File: src/rtl/cam_fb_ctrl.sv
// rtl/cam_fb_ctrl.sv - frame capture sequencer and camera/host arbiter for the frame buffer RAM
module cam_fb_ctrl #(
    parameter int DATA_WIDTH = 4,
    parameter int ADDR_WIDTH = 7,
    parameter int DEPTH      = 120
) (
    input  logic                  clk,
    input  logic                  rst_n,
    input  logic                  start,
    input  logic                  abort,
    input  logic                  cam_vsync,
    input  logic                  cam_href,
    input  logic                  cam_pix_valid,
    input  logic [DATA_WIDTH-1:0] cam_pix_data,
    input  logic                  host_rd_req,
    input  logic [ADDR_WIDTH-1:0] host_rd_addr,
    output logic                  host_rd_ack,
    output logic [DATA_WIDTH-1:0] host_rd_data,
    output logic [ADDR_WIDTH-1:0] ram_addr,
    output logic                  ram_we,
    output logic [DATA_WIDTH-1:0] ram_wdata,
    input  logic [DATA_WIDTH-1:0] ram_rdata,
    output logic                  busy,
    output logic                  done,
    output logic [ADDR_WIDTH:0]   pix_count,
    output logic [7:0]            frame_cnt
);

    localparam logic [ADDR_WIDTH:0] LP_DEPTH = (ADDR_WIDTH+1)'(DEPTH);
    localparam logic [ADDR_WIDTH:0] LP_LAST  = (ADDR_WIDTH+1)'(DEPTH - 1);

    typedef enum logic [1:0] {
        S_IDLE,
        S_WAIT_VSYNC,
        S_CAPTURE,
        S_DONE
    } state_t;

    state_t                r_state;
    state_t                w_state_nxt;
    logic                  r_vsync_q;
    logic                  r_ack;
    logic                  r_ack_oor;
    logic [ADDR_WIDTH-1:0] r_addr_q;
    logic [ADDR_WIDTH:0]   r_pix_count;
    logic [7:0]            r_frame_cnt;
    logic                  r_busy;
    logic                  r_done;

    logic w_vs_rise;
    logic w_pix_wr;
    logic w_grant;
    logic w_in_range;
    logic w_frame_end;
    logic w_clear;

    assign w_vs_rise  = cam_vsync & ~r_vsync_q;
    assign w_pix_wr   = (r_state == S_CAPTURE) & cam_href & cam_pix_valid & ~w_vs_rise;
    // An ack cycle doubles as the "read outstanding" window, so one flag covers both.
    assign w_grant    = ~w_pix_wr & host_rd_req & ~r_ack;
    assign w_in_range = ({1'b0, host_rd_addr} < LP_DEPTH);

    always_comb begin
        w_state_nxt = r_state;
        w_frame_end = 1'b0;
        w_clear     = 1'b0;
        if (abort) begin
            w_state_nxt = S_IDLE;
            w_clear     = 1'b1;
        end else begin
            case (r_state)
                S_IDLE, S_DONE: begin
                    if (start) begin
                        w_state_nxt = S_WAIT_VSYNC;
                        w_clear     = 1'b1;
                    end
                end
                S_WAIT_VSYNC: begin
                    if (w_vs_rise) begin
                        w_state_nxt = S_CAPTURE;
                    end
                end
                S_CAPTURE: begin
                    if (w_vs_rise || (w_pix_wr && (r_pix_count == LP_LAST))) begin
                        w_state_nxt = S_DONE;
                        w_frame_end = 1'b1;
                    end
                end
                default: w_state_nxt = S_IDLE;
            endcase
        end
    end

    always_comb begin
        ram_we    = w_pix_wr;
        ram_wdata = w_pix_wr ? cam_pix_data : '0;
        ram_addr  = r_addr_q;
        if (w_pix_wr) begin
            ram_addr = r_pix_count[ADDR_WIDTH-1:0];
        end else if (w_grant && w_in_range) begin
            ram_addr = host_rd_addr;
        end
    end

    always_ff @(posedge clk or negedge rst_n) begin
        if (!rst_n) begin
            r_state     <= S_IDLE;
            r_vsync_q   <= 1'b0;
            r_ack       <= 1'b0;
            r_ack_oor   <= 1'b0;
            r_addr_q    <= '0;
            r_pix_count <= '0;
            r_frame_cnt <= '0;
            r_busy      <= 1'b0;
            r_done      <= 1'b0;
        end else begin
            r_state   <= w_state_nxt;
            r_vsync_q <= cam_vsync;
            r_ack     <= w_grant;
            r_ack_oor <= w_grant & ~w_in_range;
            r_addr_q  <= ram_addr;
            if (w_clear) begin
                r_pix_count <= '0;
            end else if (w_pix_wr) begin
                r_pix_count <= r_pix_count + 1'b1;
            end
            if (w_frame_end) begin
                r_frame_cnt <= r_frame_cnt + 8'd1;
            end
            r_busy <= (w_state_nxt == S_WAIT_VSYNC) || (w_state_nxt == S_CAPTURE);
            r_done <= (w_state_nxt == S_DONE);
        end
    end

    assign host_rd_ack  = r_ack;
    assign host_rd_data = (r_ack && !r_ack_oor) ? ram_rdata : '0;
    assign busy         = r_busy;
    assign done         = r_done;
    assign pix_count    = r_pix_count;
    assign frame_cnt    = r_frame_cnt;

endmodule
File: config.mk
export PLATFORM = sky130hd
export DESIGN_NAME = cam_fb_ctrl
export DESIGN_NICKNAME = d
export VERILOG_FILES = /design/src/rtl/cam_fb_ctrl.sv
export SDC_FILE = /design/constraint.sdc
export NUM_CORES = 1
export LEC_CHECK = 0
export ABC_CLOCK_PERIOD_IN_PS = 5870
export CAP_MARGIN = 10
export CORE_MARGIN = 2
export CORE_UTILIZATION = 35
export DETAILED_ROUTE_END_ITERATION = 10
export PLACE_DENSITY = 0.72
export SYNTH_ARGS = -nofsm -noshare
export SYNTH_HDL_FRONTEND = slang
export SYNTH_SLANG_ARGS = --single-unit
File: constraint.sdc
create_clock -name clk -period 5.87 [get_ports clk]
set_clock_uncertainty 0.15 [all_clocks]
set_input_delay 0.8805 -clock clk [delete_from_list [all_inputs] [get_ports clk]]
set_output_delay 0.8805 -clock clk [all_outputs]
set_load 0.03 [all_outputs]
==> impl_results.md <==
- GRT overflow: 0
- CTS Buf Count: 5
- Pwr Density: 221 mW/mm²
- Tot Pwr: slightly below 0.5 mW
- Total GRT Usage: 14.9%
- Initial core utilization: 36.9%
- FF+latch count, synth: 30
- Fmax: ~240 MHz
- IO Pins: 58
- Syn Inst Count: 144
- Die Ht: 69.4 µm
- Antenna-violating nets left: 0
- Die Wd: 69.4 µm
- Slowest-stage cell, CP: clkdlybuf4s50_1
- Relative slew slack: 54.3%
- RSZ-0062 raised after global routing: false
- Post-Route Setup TNS: 0 ps
- Crit-path max FO: 7
- CORE AREA: 0.00406 mm²
- Final hold violations: 0
- Port Buf Inserts: 57
- Maximum vdd drop: 0.000106 V
- Worst path bufs/invs: 2
- CP required: a little under 5000 ps
- Post-synth top flop: dfrtp_1
- # Post-CTS Setup Buffers: 0
- DRC Markers: 0
- Fraction of final layout cells with drive strength greater than 1: 5.37%
- Die Area: around 0.0048 mm²
- Post-Syn Area: 0.00150 mm²
- Async S/R FF share, synth: 100%
- Final setup violation count: 0
- Critical path's top delay family: buffers and inverters
- Clk buf depth: 2
- Slew @ Worst Pin: 684 ps
- Post-synth cell types: 35
- Num rows: 23
- Critical Path AT: 3130 ps
- CP peak stage delay: 720 ps
- Max Cap Violations: 0
- Slew Limit Fails: 0
- Synthesized area per cell: 10.4 µm²
- Iter 0 DRT Violations: a little over 60
- Diodes inserted: 0
- Critical path type: in -> out
- CTS tree: yes
- Vias/cell: 5.03
- Post-CTS Hold Buffers: 0
- Minimum clock period: 4160 ps
- Worst-Skew Late Latency: around 280 ps
- CTS sink cnt: 30
- Post_cts resized: 0
- Hold/Removal Path Class: reg -> reg
- CP most frequent cell: clkdlybuf4s50_1
- Clock slew at reported path FFs: 60 ps
- Critical path, cell by cell: clkdlybuf4s50_1 -> nand2b_1 -> nor2b_1 -> o22ai_1 -> o21ai_0 -> clkdlybuf4s50_1
- First-pass GRT wire length: 5820 µm
- Setup crit end kind: primary output
- Post-synthesis sequential area ratio: 50.1%
- Final period util: 70.9%
- Net Count, Synth: 172
- H-tree levels: 2
- Ys Warns: 0
- Status: finished, final reports clean
- Worst setup SP type: input pin
- Pleak: just under 0.9 nW
- EDFF count, synth: 0
- Routed via count: 1,283
- Initial antenna violation count: 0
- Vias in the first global route: between 1,000 and 1,500
- Routability cong.: 0.723
- CTS root buffer: clkbuf_8
- DRT Pass-1 Iters: 4
- Final WL: around 3200 µm
- Wire length per cell: 12.6 µm
- Area Growth Syn to Fin: 46.7%
- DP Wirelength: 2400 µm
- Final nets: 233
- Largest net degree at the start of global routing: 31
-- sequential cells by signal, indices dropped and copies added (netlist names) --
name and cells:
r_ack_oor 1, frame_cnt 8, busy 1, r_addr_q 7
done 1, r_state 2, r_vsync_q 1, pix_count 8
host_rd_ack 1
-- cells in the final DEF, fill, tap and decap left out, drive strengths merged, types with 3 or more instances in the layout --
master,Yosys,routed
a21oi,3,3
o22ai,4,4
clkdlybuf4s50,0,57
nor2b,5,5
mux2i,4,4
nand4,4,4
o21ai,9,9
nor3,3,3
dfrtp,30,30
nand2,13,13
clkbuf,3,7
nor2,10,10
ha,5,5
and3,6,6
xnor2,10,10
nand3,10,10
and2,4,4
-- worst paths after layout --
check | cells after the start | slack [ps] | start | end
worst max register to register | 6 | 3690 | pix_count[0] | busy
worst min-delay path | 1 | 320 | frame_cnt[7] | frame_cnt[7]
min in group asynchronous | 2 | 830 | rst_n | host_rd_ack
worst min register to register | 1 | 320 | frame_cnt[7] | frame_cnt[7]
worst max-delay path | 6 | 1710 | host_rd_req | ram_addr[4]
max in group asynchronous | 2 | 4440 | rst_n | pix_count[0]
-- cell type report --
type	instances	area, µm²
fillers	391	1860
flip-flops and latches	30	751
multi-input cells	108	724
repair buffers	58	578
clock buffers	7	76.3
well taps	50	62.6
inverters	2	7.51
-- cell families (layout without fill, tap and decap cells) --
| kind of cell | Yosys count | in the layout | share of synthesized area [%] |
|---|---|---|---|
| buf+inv | 6 | 67 | 1.59 |
| fa+ha+maj | 5 | 5 | 4.17 |
| simple gates | 64 | 64 | 24.1 |
| xor+xnor | 11 | 11 | 6.43 |
| mux | 5 | 5 | 3.42 |
| flops | 30 | 30 | 50.1 |
| compound gates | 23 | 23 | 10.2 |
-- synth_stat cells, types with 3 or more instances --
cell type | count | area share [%]
dfrtp_1 | 30 | 50
nand4_1 | 3 | 1.3
mux2i_1 | 4 | 2.7
ha_1 | 5 | 4.2
nor2b_1 | 5 | 2.1
o21ai_0 | 9 | 3.0
xnor2_1 | 10 | 5.8
and3_1 | 5 | 2.1
nand2_1 | 13 | 3.3
o22ai_1 | 4 | 1.7
and2_1 | 4 | 1.7
nor2_1 | 9 | 2.3
nand3_1 | 10 | 3.3
a21oi_1 | 3 | 1.0
nor3_1 | 3 | 1.0
clkbuf_1 | 3 | 0.75
-- power breakdown --
group,switching [mW],internal (mW)
Clock,0.0703,0.0813
Combinational,0.0582,0.0491
Sequential,0.00635,0.220
-- through the flow --
stage	area [µm²]	setup WS, ps	utilization [%]	hold slack (ps)	instances
floorplan	1500	2600	-	399	144
global placement	2120	1750	52.3	315	248
detailed placement	2120	1700	52.3	320	248
CTS	2200	1690	54.2	328	255
global route	2200	1520	54.2	347	255
finish	2200	1710	54.2	317	255
-- layer usage --
| layer | GRT usage, % | routed length [µm] |
|---|---|---|
| met1 | 19.9 | 1500 |
| met2 | 22.4 | 1450 |
| met3 | 4.36 | 215 |
| met4 | 6.54 | 48 |
| met5 | 0 | 0 |
Power figures use the tool's default switching activity.
